<file path="config.mk">
export PLATFORM = sky130hd
export DESIGN_NAME = fir_out_requant
export DESIGN_NICKNAME = d
export VERILOG_FILES = /design/src/rtl/fir_out_requant.sv
export SDC_FILE = /design/constraint.sdc
export NUM_CORES = 1
export LEC_CHECK = 0
export BUFFER_PORTS_ARGS = -buffer_cell sky130_fd_sc_hd__buf_2
export CORE_MARGIN = 1
export CORE_UTILIZATION = 52
export DETAILED_ROUTE_END_ITERATION = 8
export PLACE_DENSITY = 0.77
export SYNTH_ARGS = -nofsm -noshare
export SYNTH_HDL_FRONTEND = slang
export SYNTH_SLANG_ARGS = --single-unit
</file>
<file path="constraint.sdc">
create_clock -name clk -period 2 [get_ports clk]
set_input_delay 0.5 -clock clk [delete_from_list [all_inputs] [get_ports clk]]
set_output_delay 0.5 -clock clk [all_outputs]
set_load 0.01 [all_outputs]
</file>
<file path="src/rtl/fir_out_requant.sv">
// Rounds/saturates FIR results to OUT_W, keeps 1 of DEC, and queues them in a show-ahead FIFO; 2 cycles din->dout.
// Backpressure via dout_ready: a kept sample arriving at a full FIFO with no pop is dropped and flagged on ovf.
module fir_out_requant #(
  parameter int IN_W  = 29,
  parameter int OUT_W = 12,
  parameter int SHIFT = 11,
  parameter int DEC   = 2,
  parameter int DEPTH = 4
) (
  input  logic             clk,
  input  logic             rst_n,
  input  logic             din_valid,
  input  logic [IN_W-1:0]  din,
  input  logic             clr_ovf,
  output logic [OUT_W-1:0] dout,
  output logic             dout_valid,
  input  logic             dout_ready,
  output logic             sat,
  output logic             ovf
);

  localparam int AW = $clog2(DEPTH);
  localparam int PW = (DEC > 1) ? $clog2(DEC) : 1;
  localparam logic [IN_W:0]  RND      = (IN_W + 1)'(1) << (SHIFT - 1);
  localparam logic [PW-1:0]  PH_MAX   = PW'(DEC - 1);
  localparam logic [AW:0]    FULL_CNT = (AW + 1)'(DEPTH);
  localparam logic [OUT_W-1:0] SAT_POS = {1'b0, {(OUT_W-1){1'b1}}};
  localparam logic [OUT_W-1:0] SAT_NEG = {1'b1, {(OUT_W-1){1'b0}}};

  logic signed [IN_W:0] w_sum;
  logic signed [IN_W:0] w_shr;
  logic [IN_W-OUT_W+1:0] w_hi;
  logic                  w_clip;
  logic [OUT_W-1:0]      w_sat_dat;
  logic                  w_push_req;
  logic                  w_full;
  logic                  w_empty;
  logic                  w_pop;
  logic                  w_push;
  logic                  w_drop;

  logic [PW-1:0]      r_phase;
  logic               r_s1_vld;
  logic               r_s1_keep;
  logic [IN_W:0]      r_s1_dat;
  logic               r_sat;
  logic               r_ovf;
  logic [OUT_W-1:0]   r_mem [DEPTH];
  logic [AW-1:0]      r_wr;
  logic [AW-1:0]      r_rd;
  logic [AW:0]        r_cnt;

  // One extra bit of headroom so the rounding add cannot wrap.
  assign w_sum = {din[IN_W-1], din} + RND;
  assign w_shr = w_sum >>> SHIFT;

  always_ff @(posedge clk or negedge rst_n) begin
    if (!rst_n) begin
      r_phase   <= '0;
      r_s1_vld  <= 1'b0;
      r_s1_keep <= 1'b0;
      r_s1_dat  <= '0;
    end else begin
      r_s1_vld <= din_valid;
      if (din_valid) begin
        r_s1_dat  <= w_shr;
        r_s1_keep <= (r_phase == '0);
        r_phase   <= (r_phase == PH_MAX) ? '0 : r_phase + 1'b1;
      end
    end
  end

  // In range only when every bit above the output sign bit matches it.
  assign w_hi      = r_s1_dat[IN_W:OUT_W-1];
  assign w_clip    = ~((&w_hi) | ~(|w_hi));
  assign w_sat_dat = w_clip ? (r_s1_dat[IN_W] ? SAT_NEG : SAT_POS) : r_s1_dat[OUT_W-1:0];

  assign w_push_req = r_s1_vld & r_s1_keep;
  assign w_empty    = (r_cnt == '0);
  assign w_full     = (r_cnt == FULL_CNT);
  assign w_pop      = ~w_empty & dout_ready;
  assign w_push     = w_push_req & (~w_full | w_pop);
  assign w_drop     = w_push_req & w_full & ~w_pop;

  always_ff @(posedge clk or negedge rst_n) begin
    if (!rst_n) begin
      for (int i = 0; i < DEPTH; i++) r_mem[i] <= '0;
      r_wr  <= '0;
      r_rd  <= '0;
      r_cnt <= '0;
      r_sat <= 1'b0;
      r_ovf <= 1'b0;
    end else begin
      r_sat <= w_push_req & w_clip;
      if (w_push) begin
        r_mem[r_wr] <= w_sat_dat;
        r_wr        <= r_wr + 1'b1;
      end
      if (w_pop) r_rd <= r_rd + 1'b1;
      if (w_push && !w_pop)      r_cnt <= r_cnt + 1'b1;
      else if (w_pop && !w_push) r_cnt <= r_cnt - 1'b1;
      if (w_drop)       r_ovf <= 1'b1;
      else if (clr_ovf) r_ovf <= 1'b0;
    end
  end

  assign dout_valid = ~w_empty;
  assign dout       = w_empty ? '0 : r_mem[r_rd];
  assign sat        = r_sat;
  assign ovf        = r_ovf;

endmodule

</file>
# After elaboration in Yosys (flattened, before gate mapping)
# Index checks and enable logic that the tools add are counted.
dict set report classes {
  n_lt_le_gt_ge 3
  muxes 14
  n_eq_ne 1
  n_bitwise 16
  n_reduce_logical 10
  addsub 6
}
# operator n
set ops {}
lappend ops {{two-way mux 12 bit} 6}
lappend ops {{bitwise mux 48 bit} 1}
lappend ops {{adder 29 x 12 -> 30 bit (second input constant)} 1}
lappend ops {{binary-select mux 12 bit (select 2 bit)} 1}
lappend ops {{demux 12 bit (select 2 bit)} 1}
lappend ops {{AND reduction 19 bit} 1}
lappend ops {{OR reduction 19 bit} 1}
lappend ops {{AND 1 bit} 6}
lappend ops {{>= comparator 3 bit (second input constant)} 2}
lappend ops {{two-way mux 3 bit} 2}
lappend ops {{inverter 1 bit} 6}
lappend ops {{inverter 2 -> 3 bit} 2}
lappend ops {{adder 2 x 1 -> 2 bit (second input constant)} 2}
lappend ops {{nonzero test 2 bit} 2}
lappend ops {{adder 3 x 1 -> 3 bit (second input constant)} 1}
lappend ops {{equality test 3 bit (second input constant)} 1}
lappend ops {{logical AND 1 bit} 3}
lappend ops {{zero test 3 bit} 1}
lappend ops {{less-than comparator 3 x 1 -> 1 bit (second input constant)} 1}
lappend ops {{two-way mux 1 bit} 3}
lappend ops {{subtractor 3 x 1 -> 3 bit (second input constant)} 1}
lappend ops {{zero test 1 bit} 2}
lappend ops {{OR 1 bit} 2}
lappend ops {{adder 1 bit (second input constant)} 1}
dict set report word_totals {
  regBits 79
  out_inout_bits 15
}

# Logic depth before layout (Yosys ltp)
# Gate-level depths: netlist of the first run.
dict set report depth {
  ltp_word 9
  mapped_depth 8
  depth_no_buf 8
}

# Least setup slack after synthesis of the first run
# No wires, ideal clock.
dict set report synth_timing {
  kind {input port to flip-flop}
  from {input port dout_ready}
  to {register r_cnt[1]}
  required_time_ns 1.875
  n_path_buf 0
  path_stages 6
  path_slack_ns -0.157
  setup_time_ns 0.125
  arrival_time_ns 2.032
  path_cell_list {nor4b_2 nor2_1 ha_1 inv_1 fa_1 mux2_2}
}
dict set report synth_via {
  elab_chain_len 6
}
# item line
set synth_rtl {}
lappend synth_rtl {{from (decl)} 17} ;# input logic dout_ready,
lappend synth_rtl {{AND 1 bit (*)} 81} ;# assign w_pop = ~w_empty & dout_ready;
lappend synth_rtl {{OR 1 bit (*)} 82} ;# assign w_push = w_push_req & (~w_full | w_pop);
lappend synth_rtl {{AND 1 bit (*)} 82}
lappend synth_rtl {{via w_push} 39} ;# logic w_push;
lappend synth_rtl {{zero test 1 bit} 101} ;# else if (w_pop && !w_push) r_cnt <= r_cnt - 1'b1;
lappend synth_rtl {{logical AND 1 bit} 101}
lappend synth_rtl {{nonzero test 2 bit (no source line)} -}
lappend synth_rtl {{to (signal assigned)} 100} ;# if (w_push && !w_pop) r_cnt <= r_cnt + 1'b1;
lappend synth_rtl {{to (signal assigned)} 101}
lappend synth_rtl {{to (decl)} 51} ;# logic [AW:0] r_cnt;
# The timed path passes the listed nets; every way through them passes the cells marked *.
# A chain may end at the register's enable or synchronous reset.

# Worst setup path in the final report of the first run
dict set report layout_timing {
  from {register r_rd[0]}
  to {output port dout[4]}
}
dict set report layout_via {
  elab_chain_len 5
}
# item line
set layout_rtl {}
lappend layout_rtl {{from (decl)} 50} ;# logic [AW-1:0] r_rd;
lappend layout_rtl {{from (signal assigned)} 99} ;# if (w_pop) r_rd <= r_rd + 1'b1;
lappend layout_rtl {{inverter 2 -> 3 bit (implied by the code)} 108} ;# assign dout = w_empty ? '0 : r_mem[r_rd];
lappend layout_rtl {{binary-select mux 12 bit (select 2 bit)} 108}
lappend layout_rtl {{two-way mux 12 bit (implied by the code) (2 in a row)} 108}
lappend layout_rtl {{two-way mux 12 bit} 108}
lappend layout_rtl {{to (decl)} 15} ;# output logic [OUT_W-1:0] dout,
# No other way between the ends. The select of a mux whose other input is x is not followed.

==> results of run 1 <==
-- layer usage --
metal	global-route usage [%]	share of wire (%)	vias up
met5	0	0	-
met4	10.8	2.2	0
met3	4.10	4.9	14
met2	36.7	48	98
met1	30.4	45	1402
li1	-	-	1367
-- stage by stage --
step	setup slack, ns	hold WS [ns]	cells
2_1_floorplan	-0.0173	0.204	356
3_3_place_gp	-0.00512	0.478	495
3_5_place_dp	-0.0334	0.481	495
4_1_cts	-0.241	0.120	513
5_1_grt	-0.263	0.151	516
6_report	-0.218	0.116	516
-- sequential cells by signal, summed over array words and instances, names as in the netlist --
signal	flops
r_rd	2
r_s1_dat	19
r_cnt	3
r_phase	1
ovf	1
sat	1
r_s1_vld	1
r_wr	2
r_mem	48
-- kinds of logic (layout without fill, tap and decap cells) --
kind of cell               after synthesis  in the layout  synth area share, %
xor gates and xnor gates                18             18                 4.22
buffers and inverters                   26             90                 3.38
AOI/OAI and AO/OA                       83             83                 11.9
muxes                                   18             18                 9.03
and+or+nand+nor                        126            126                 16.7
adders and majority gates                7              7                 2.54
DFF                                     78             78                 52.2
-- layout make-up --
class                           instances  area share [%]
Tap cell                               96            2.58
Clock inverter                          6            2.87
Timing Repair Buffer                   68            12.2
Sequential cell                        78            42.0
Inverter                                6           0.484
Multi-Input combinational cell        252            37.1
Clock buffer                           10            2.74
-- power by group --
group,switching [uW],internal [uW],leakage (uW)
clock,555,955,0.000130
combinational,1310,1890,0.000947
sequential,343,2190,0.000877
-- synth_stat cells (3+ instances only) --
cell / number
dfrtp_1: 78
nor2_1: 63
a21oi_1: 57
o21ai_0: 14
and2_1: 12
mux4_2: 12
clkbuf_1: 10
nand2_1: 9
xnor2_1: 9
xor2_1: 9
nand3_1: 7
ha_1: 6
mux2_2: 6
nor2b_1: 6
a31oi_1: 5
buf_2: 5
inv_1: 5
nand4_1: 5
nor3_1: 4
nor3b_1: 4
o31ai_1: 4
or4_1: 4
and3_1: 3
-- how the worst max path moves through the flow --
stage                                 to  slack [ns]  cells past startpoint
finish                           dout[4]       -0.22                      4
global route                     dout[4]       -0.26                      4
CTS                             dout[11]       -0.24                      4
detailed placement  r_cnt[2]$_DFFE_PN0P_       -0.03                      8
global placement    r_cnt[1]$_DFFE_PN0P_      -0.005                      7
floorplan           r_cnt[2]$_DFFE_PN0P_       -0.02                      8
-- worst register-to-register path, stage by stage, from the launching register on --
cell and delay (ns):
dfrtp_2 0.41, buf_6 0.13, nor4b_4 0.31, nor2_2 0.10, ha_4 0.17, inv_2 0.05, fa_2 0.41, mux2_2 0.27
-- timing repair --
| item | in CTS | in global routing |
|---|---|---|
| cloned | 0 | 2 |
| endpoints found under the setup margin | 13 | 41 |
| setup buffers | 2 | 1 |
| hold endpoints to repair | 0 | 0 |
| resized for setup | 6 | 29 |
| pin swaps | 1 | 18 |
==> parameters.txt, run 1 <==
Parameter                              Value

Outcome
  Run status ... finished with violations
  Violations in the final reports ... negative setup slack

Yosys
  Sequential fraction of the synthesis area ... 52.2%
  Top cells by area, synth ... dfrtp_1 52%, a21oi_1 7.6%, mux4_2 7.2%, nor2_1 6.3%, xnor2_1 2.1%
  #FFs+latches synth ... 78
  Synth Cell Area ... ~3700 sq um
  Primary flip-flop cell chosen by synthesis mapping ... dfrtp_1
  Share of flip-flops with an asynchronous set or reset after synthesis ... 100%
  Post-synthesis cell type count ... 40
  Fraction of synthesized cell area taken by the top area cell type ... 52.2%
  Largest area contributor in the netlist ... dfrtp_1
  Synthesis warning total ... 0
  Syn_nets ... 397
  Average footprint of a synthesized cell ... 10.5 sq um
  Number of cells produced by synthesis ... 356
  Post-synth EDFFs ... 0

Setup path
  Worst reg2reg setup slack ... ~0.030 ns
  First element of the critical path ... r_rd[0]$_DFFE_PN0P_
  Cell chain of the critical path ... clkbuf_16 -> mux4_2 -> and2_4 -> buf_6
  Critical setup path kind ... flip-flop to output pin
  Endpoint of the worst register-to-register path ... r_cnt[1]$_DFFE_PN0P_
  Cell with the largest stage delay on the worst path ... mux4_2
  Arr. time, crit path ... ~1.7 ns
  Critical register-to-register path startpoint ... r_cnt[1]$_DFFE_PN0P_
  Endpoint type of the worst setup path ... output pin
  Critical path buffer and inverter count ... 2
  Cell family with the largest share of critical-path delay ... multiplexers
  Number of cells on the worst reg-to-reg path ... 7
  Startpoint type of the worst setup path ... flip-flop
  Crit-path max FO ... 6
  Worst stage delay on the critical path ... ~0.50 ns
  Worst EP required ... 1.50 ns

Die
  Ports ... 49
  Horizontal extent of the die ... 86.8 microns
  Effective utilization at floorplan ... 54.4%
  Num rows ... 30
  Standard cell core area ... 6870 sq um
  Die area ... ~7500 sq um
  Die height ... 86.8 microns

Timing
  Highest attainable clock frequency ... 451 MHz
  Time the final worst path needs with I/O delays and setup ... 2.22 ns
  Setup repair after global routing missed its margin ... true
  Part of the cycle the worst path needs ... 111%
  Count of pins over their slew limit ... 0
  Number of hold violations in the final report ... 0
  Worst max-slew margin expressed relative to the limit ... 56.5%
  # setup viols final ... 13
  Worst-margin pin slew ... 0.645 ns
  Worst Slack Setup Final ... -0.218 ns
  Setup_tns ... -2.24 ns
  Worst clock skew ... ~0.0070 ns

Clock tree
  TritonCTS clock tree ... done
  Inserted Clock Buffers ... 9
  CTS hold repair buffers ... 0
  Maximum count of clock buffers along a single path ... 2
  H-tree level count ... 3
  Clock slew at reported path FFs ... 0.08 ns
  Number of sinks driven by the clock tree ... 78
  Insertion delay of the later-clocked pin in the worst-skew pair ... 0.35 ns
  Cell at the root of the clock tree ... clkbuf_8

Route
  Detail Route Antenna Nets ... 0
  Violation count after the first detailed-routing iteration ... 202
  Total via count in the routed design ... 2881
  Number of detailed-route iterations in the first pass ... 4
  Via density per instance ... 5.58
  Wirelength per Cell ... ~16 microns
  WL final ... slightly above 8000 microns
  Number of remaining DRC errors ... 0

Placed design
  Count of input and output buffers ... 38
  Estimated wirelength of the detail-placed design ... 5300 microns
  Cell area after placement ... 4180 sq um
  Placer congestion estimate ... 0.750

Global route
  Vias in the first global route ... between 2k and 3k
  All-layer global routing usage ... 22.9%
  Initial antenna violation count ... 0
  Sum of overflow across all layers after global routing ... 0
  Pin count of the biggest net entering global routing ... 39
  Wire length of the first global-routing pass ... about 13000 microns

Power
  Overall power consumption ... 7230 uW
  Maximum vdd ir drop ... 0.474 mV
  Leakage component of the power ... 0.00195 uW
  Pwr/cell area ... 1550 nW/um^2

Final layout
  Number of antenna cells inserted ... 0
  Area taken by flip-flops and latches ... 1950 sq um
  Count of fill cells added during filler insertion ... 547
  Footprint of the multi-input gates ... 1730 sq um
  Most frequent standard cell in the layout excluding fill and tap cells ... dfrtp_1
  Final net count ... 456
  Fraction of layout instances using a drive strength above 1 ... approximately 30%
  Final design utilization ... approximately two thirds
  Commonest non-fill, non-tap cells in the layout ... 76 x dfrtp_1, 62 x nor2_1, 57 x a21oi_1
  Layout Area Growth over Synthesis ... 24.5%
  Post-route design area ... 4660 sq um

Job
  Max Cap Viol ... 0

Worst hold path
  Path class of the lowest-slack min-delay path ... primary input to asynchronous set/reset pin
No activity file was read; power rests on OpenSTA's default activity.
==> inputs of run 2 (changes only) <==
--- a/config.mk
+++ b/config.mk
@@ -11,3 +11,3 @@
 export DETAILED_ROUTE_END_ITERATION = 8
-export PLACE_DENSITY = 0.77
+export PLACE_DENSITY_LB_ADDON = 0.08
 export SYNTH_ARGS = -nofsm -noshare
==> constraint.sdc (replaced) <==
create_clock -name clk -period 2 [get_ports clk]
set_input_delay 0.4 -clock clk [delete_from_list [all_inputs] [get_ports clk]]
set_output_delay 0.4 -clock clk [all_outputs]
set_load 0.01 [all_outputs]
==> run 2 against run 1 <==
The flow still finishes with violations (negative setup slack). Global-route usage grew 0.56 points. Combinational power shrank 9.1%. Critical path type unchanged. Power shrank 7.4%. Final cell count shrank 0.19%. Sequential power is essentially flat. Clock power shrank 15%. Worst setup slack gained 0.14 ns. Routed wire length shrank 5.1%. Largest power group unchanged. Clock skew grew 0.0057 ns. Via count shrank 3.1%. Register-to-register slack gained 0.03 ns.
==> parameters.txt, run 2 (synthesis gave the netlist of run 1 again) <==
Parameter                              Value

Outcome
  Run status ... finished with violations
  Violations in the final reports ... negative setup slack

Route
  Violation count after the first detailed-routing iteration ... ~170
  Routed wl met3 ... 175 microns
  Highest routed metal layer ... met4
  Wirelength per Cell ... 15.2 microns
  Number of remaining DRC errors ... 0
  Wire length on met2 ... 3880 microns
  Total via count in the routed design ... 2791
  WL final ... 7830 microns
  Number of detailed-route iterations in the first pass ... 4
  Met1 wire length ... 3660 microns
  Detail Route Antenna Nets ... 0
  Via density per instance ... about 5.4

Die
  Standard cell core area ... between 6000 and 7000 sq um
  Horizontal extent of the die ... 86.8 microns
  Effective utilization at floorplan ... between 50% and 60%
  Die area ... 7540 sq um
  Num rows ... 30
  Ports ... 49
  Die height ... 86.8 microns

Setup path
  Arr. time, crit path ... 1.68 ns
  Endpoint type of the worst setup path ... output pin
  Worst stage delay on the critical path ... 0.51 ns
  Cell chain of the critical path ... buf_6 -> mux4_2 -> and2_1 -> buf_2
  Startpoint type of the worst setup path ... flip-flop
  Critical setup path kind ... flip-flop to output pin
  Cell with the largest stage delay on the worst path ... mux4_2
  Crit-path max FO ... 7
  Worst EP required ... about 1.6 ns

Power
  Clock network power share ... 19.1%
  Leakage component of the power ... 0.00188 uW
  Internal Pwr Total ... ~4600 uW
  Switching power as a share of total power ... 31.4%
  Net load switching power ... 2110 uW
  Pwr/cell area ... 1490 nW/um^2
  Combinational share of power ... 43.3%
  Sequential share of power ... 37.6%
  Maximum vdd ir drop ... 0.483 mV
  Overall power consumption ... 6700 uW

Timing
  Worst max-slew margin expressed relative to the limit ... 55.5%
  Setup repair after global routing missed its margin ... true
  Highest attainable clock frequency ... 482 MHz
  Count of pins over their slew limit ... 0
  Worst clock skew ... around 0.013 ns
  Worst-margin pin slew ... approximately 0.66 ns
  Number of hold violations in the final report ... 0
  Part of the cycle the worst path needs ... 104%
  Worst Slack Setup Final ... -0.0762 ns
  # setup viols final ... 12
  Time the final worst path needs with I/O delays and setup ... 2.08 ns

Placed design
  Estimated wirelength of the detail-placed design ... between 5000 and 6000 microns
  Placer congestion estimate ... 0.759
  Count of input and output buffers ... 38
  Number of cells after detailed placement ... 496

Clock tree
  Insertion delay of the later-clocked pin in the worst-skew pair ... around 0.34 ns
  CTS hold repair buffers ... 0
  H-tree level count ... 3
  Inserted Clock Buffers ... 9
  Cell at the root of the clock tree ... clkbuf_8
  Clock slew at reported path FFs ... 0.08 ns
  Maximum count of clock buffers along a single path ... 2
  Number of sinks driven by the clock tree ... 78
  TritonCTS clock tree ... done

Final layout
  Fraction of layout instances using a drive strength above 1 ... about 28%
  Final net count ... about 460
  Non-filler instance count after layout ... roughly 520
  Layout Area Growth over Synthesis ... 20.2%
  Count of fill cells added during filler insertion ... 582
  Register name with the most flops ... r_mem
  Number of antenna cells inserted ... 0
  Most frequent standard cell in the layout excluding fill and tap cells ... dfrtp_1
  Largest registers ... r_mem x48, r_s1_dat x19, r_cnt x3
  Flip-flop count of the largest register after layout ... 48
  Commonest non-fill, non-tap cells in the layout ... 78 x dfrtp_1, 62 x nor2_1, 57 x a21oi_1

Global route
  Pin count of the biggest net entering global routing ... 45
  All-layer global routing usage ... 23.5%
  Vias in the first global route ... 2747
  Wire length of the first global-routing pass ... 13300 microns
  Sum of overflow across all layers after global routing ... 0
  Initial antenna violation count ... 0

Job
  Max Cap Viol ... 0

Worst hold path
  Path class of the lowest-slack min-delay path ... primary input to asynchronous set/reset pin
==> run 2: cell count changes in the layout (fill, tap and decap cells not counted), sizes merged <==
cell / previous run / this run
clkinvlp: 0 / 1
bufinv: 4 / 2
buf: 66 / 67
clkbuf: 12 / 13
clkinv: 2 / 0
==> run 2: critical path, delay by kind of cell (launching register included) <==
kind | cells | cell delay, ns
buf+inv | 2 | 0.29
mux | 1 | 0.51
flops | 1 | 0.38
simple gates | 1 | 0.15
==> run 2: final cells by class <==
| cell class | count | area [sq um] | share of cell area [%] |
|---|---|---|---|
| Sequential cell | 78 | 1950 | 43.4 |
| Multi-Input combinational cell | 252 | 1720 | 38.2 |
| Timing Repair Buffer | 67 | 465 | 10.4 |
| Clock buffer | 13 | 149 | 3.31 |
| Tap cell | 96 | 120 | 2.67 |
| Clock inverter | 3 | 67.6 | 1.50 |
| Inverter | 6 | 22.5 | 0.501 |
==> run 2: per-layer routing <==
metal  vias to the layer above  track usage, %
met1                      1361            31.6
met3                        11            2.57
li1                       1370               -
met2                        49            39.2
met5                         -               0
met4                         0            9.09
==> run 2: power groups by stage <==
stage,sequential (uW),clock [uW],combinational (uW)
after CTS,2510,1310,2730
after floorplan,2470,0,1710
after global routing,2590,1370,3210
final,2520,1280,2900
after global placement,2510,0,2410
after detailed placement,2550,0,2490
==> run 2: worst paths after layout <==
| check | slack (ns) | end | start | depth (start not counted) |
|---|---|---|---|---|
| hold / removal | 0.03 | r_cnt[2]$_DFFE_PN0P_ | rst_n | 1 |
| setup reg to reg | 0.06 | r_cnt[1]$_DFFE_PN0P_ | r_cnt[0]$_DFFE_PN0P_ | 7 |
| setup / recovery | -0.08 | dout[10] | r_rd[0]$_DFFE_PN0P_ | 4 |
| min in group clk | 0.34 | r_s1_dat[16]$_DFFE_PN0P_ | din[27] | 3 |
| hold reg to reg | 0.49 | ovf$_DFFE_PN0P_ | ovf$_DFFE_PN0P_ | 1 |
| max in group asynchronous | 1.35 | r_mem[1]$_DFFE_PN0P_ | rst_n | 2 |
==> run 2: metrics by stage <==
step	utilization, %	setup slack [ns]	hold WS (ns)	setup TNS, ns	cell area (sq um)
global route	65.4	-0.140	0.0713	-1.50	4500
CTS	64.5	-0.103	0.0570	-1.02	4430
finish	65.4	-0.0762	0.0338	-0.685	4500
global placement	60.5	0.0133	0.422	0	4150
floorplan	-	-0.0173	0.104	-0.0173	3750
detailed placement	60.5	-0.0152	0.434	-0.0283	4150
==> run 2: timing repair <==
| item | 4_1_cts | 5_1_grt |
|---|---|---|
| setup buffers | 1 | 2 |
| pin swaps | 13 | 8 |
| setup endpoints to repair | 13 | 18 |
| gates resized for setup | 13 | 13 |
| gates cloned | 0 | 0 |
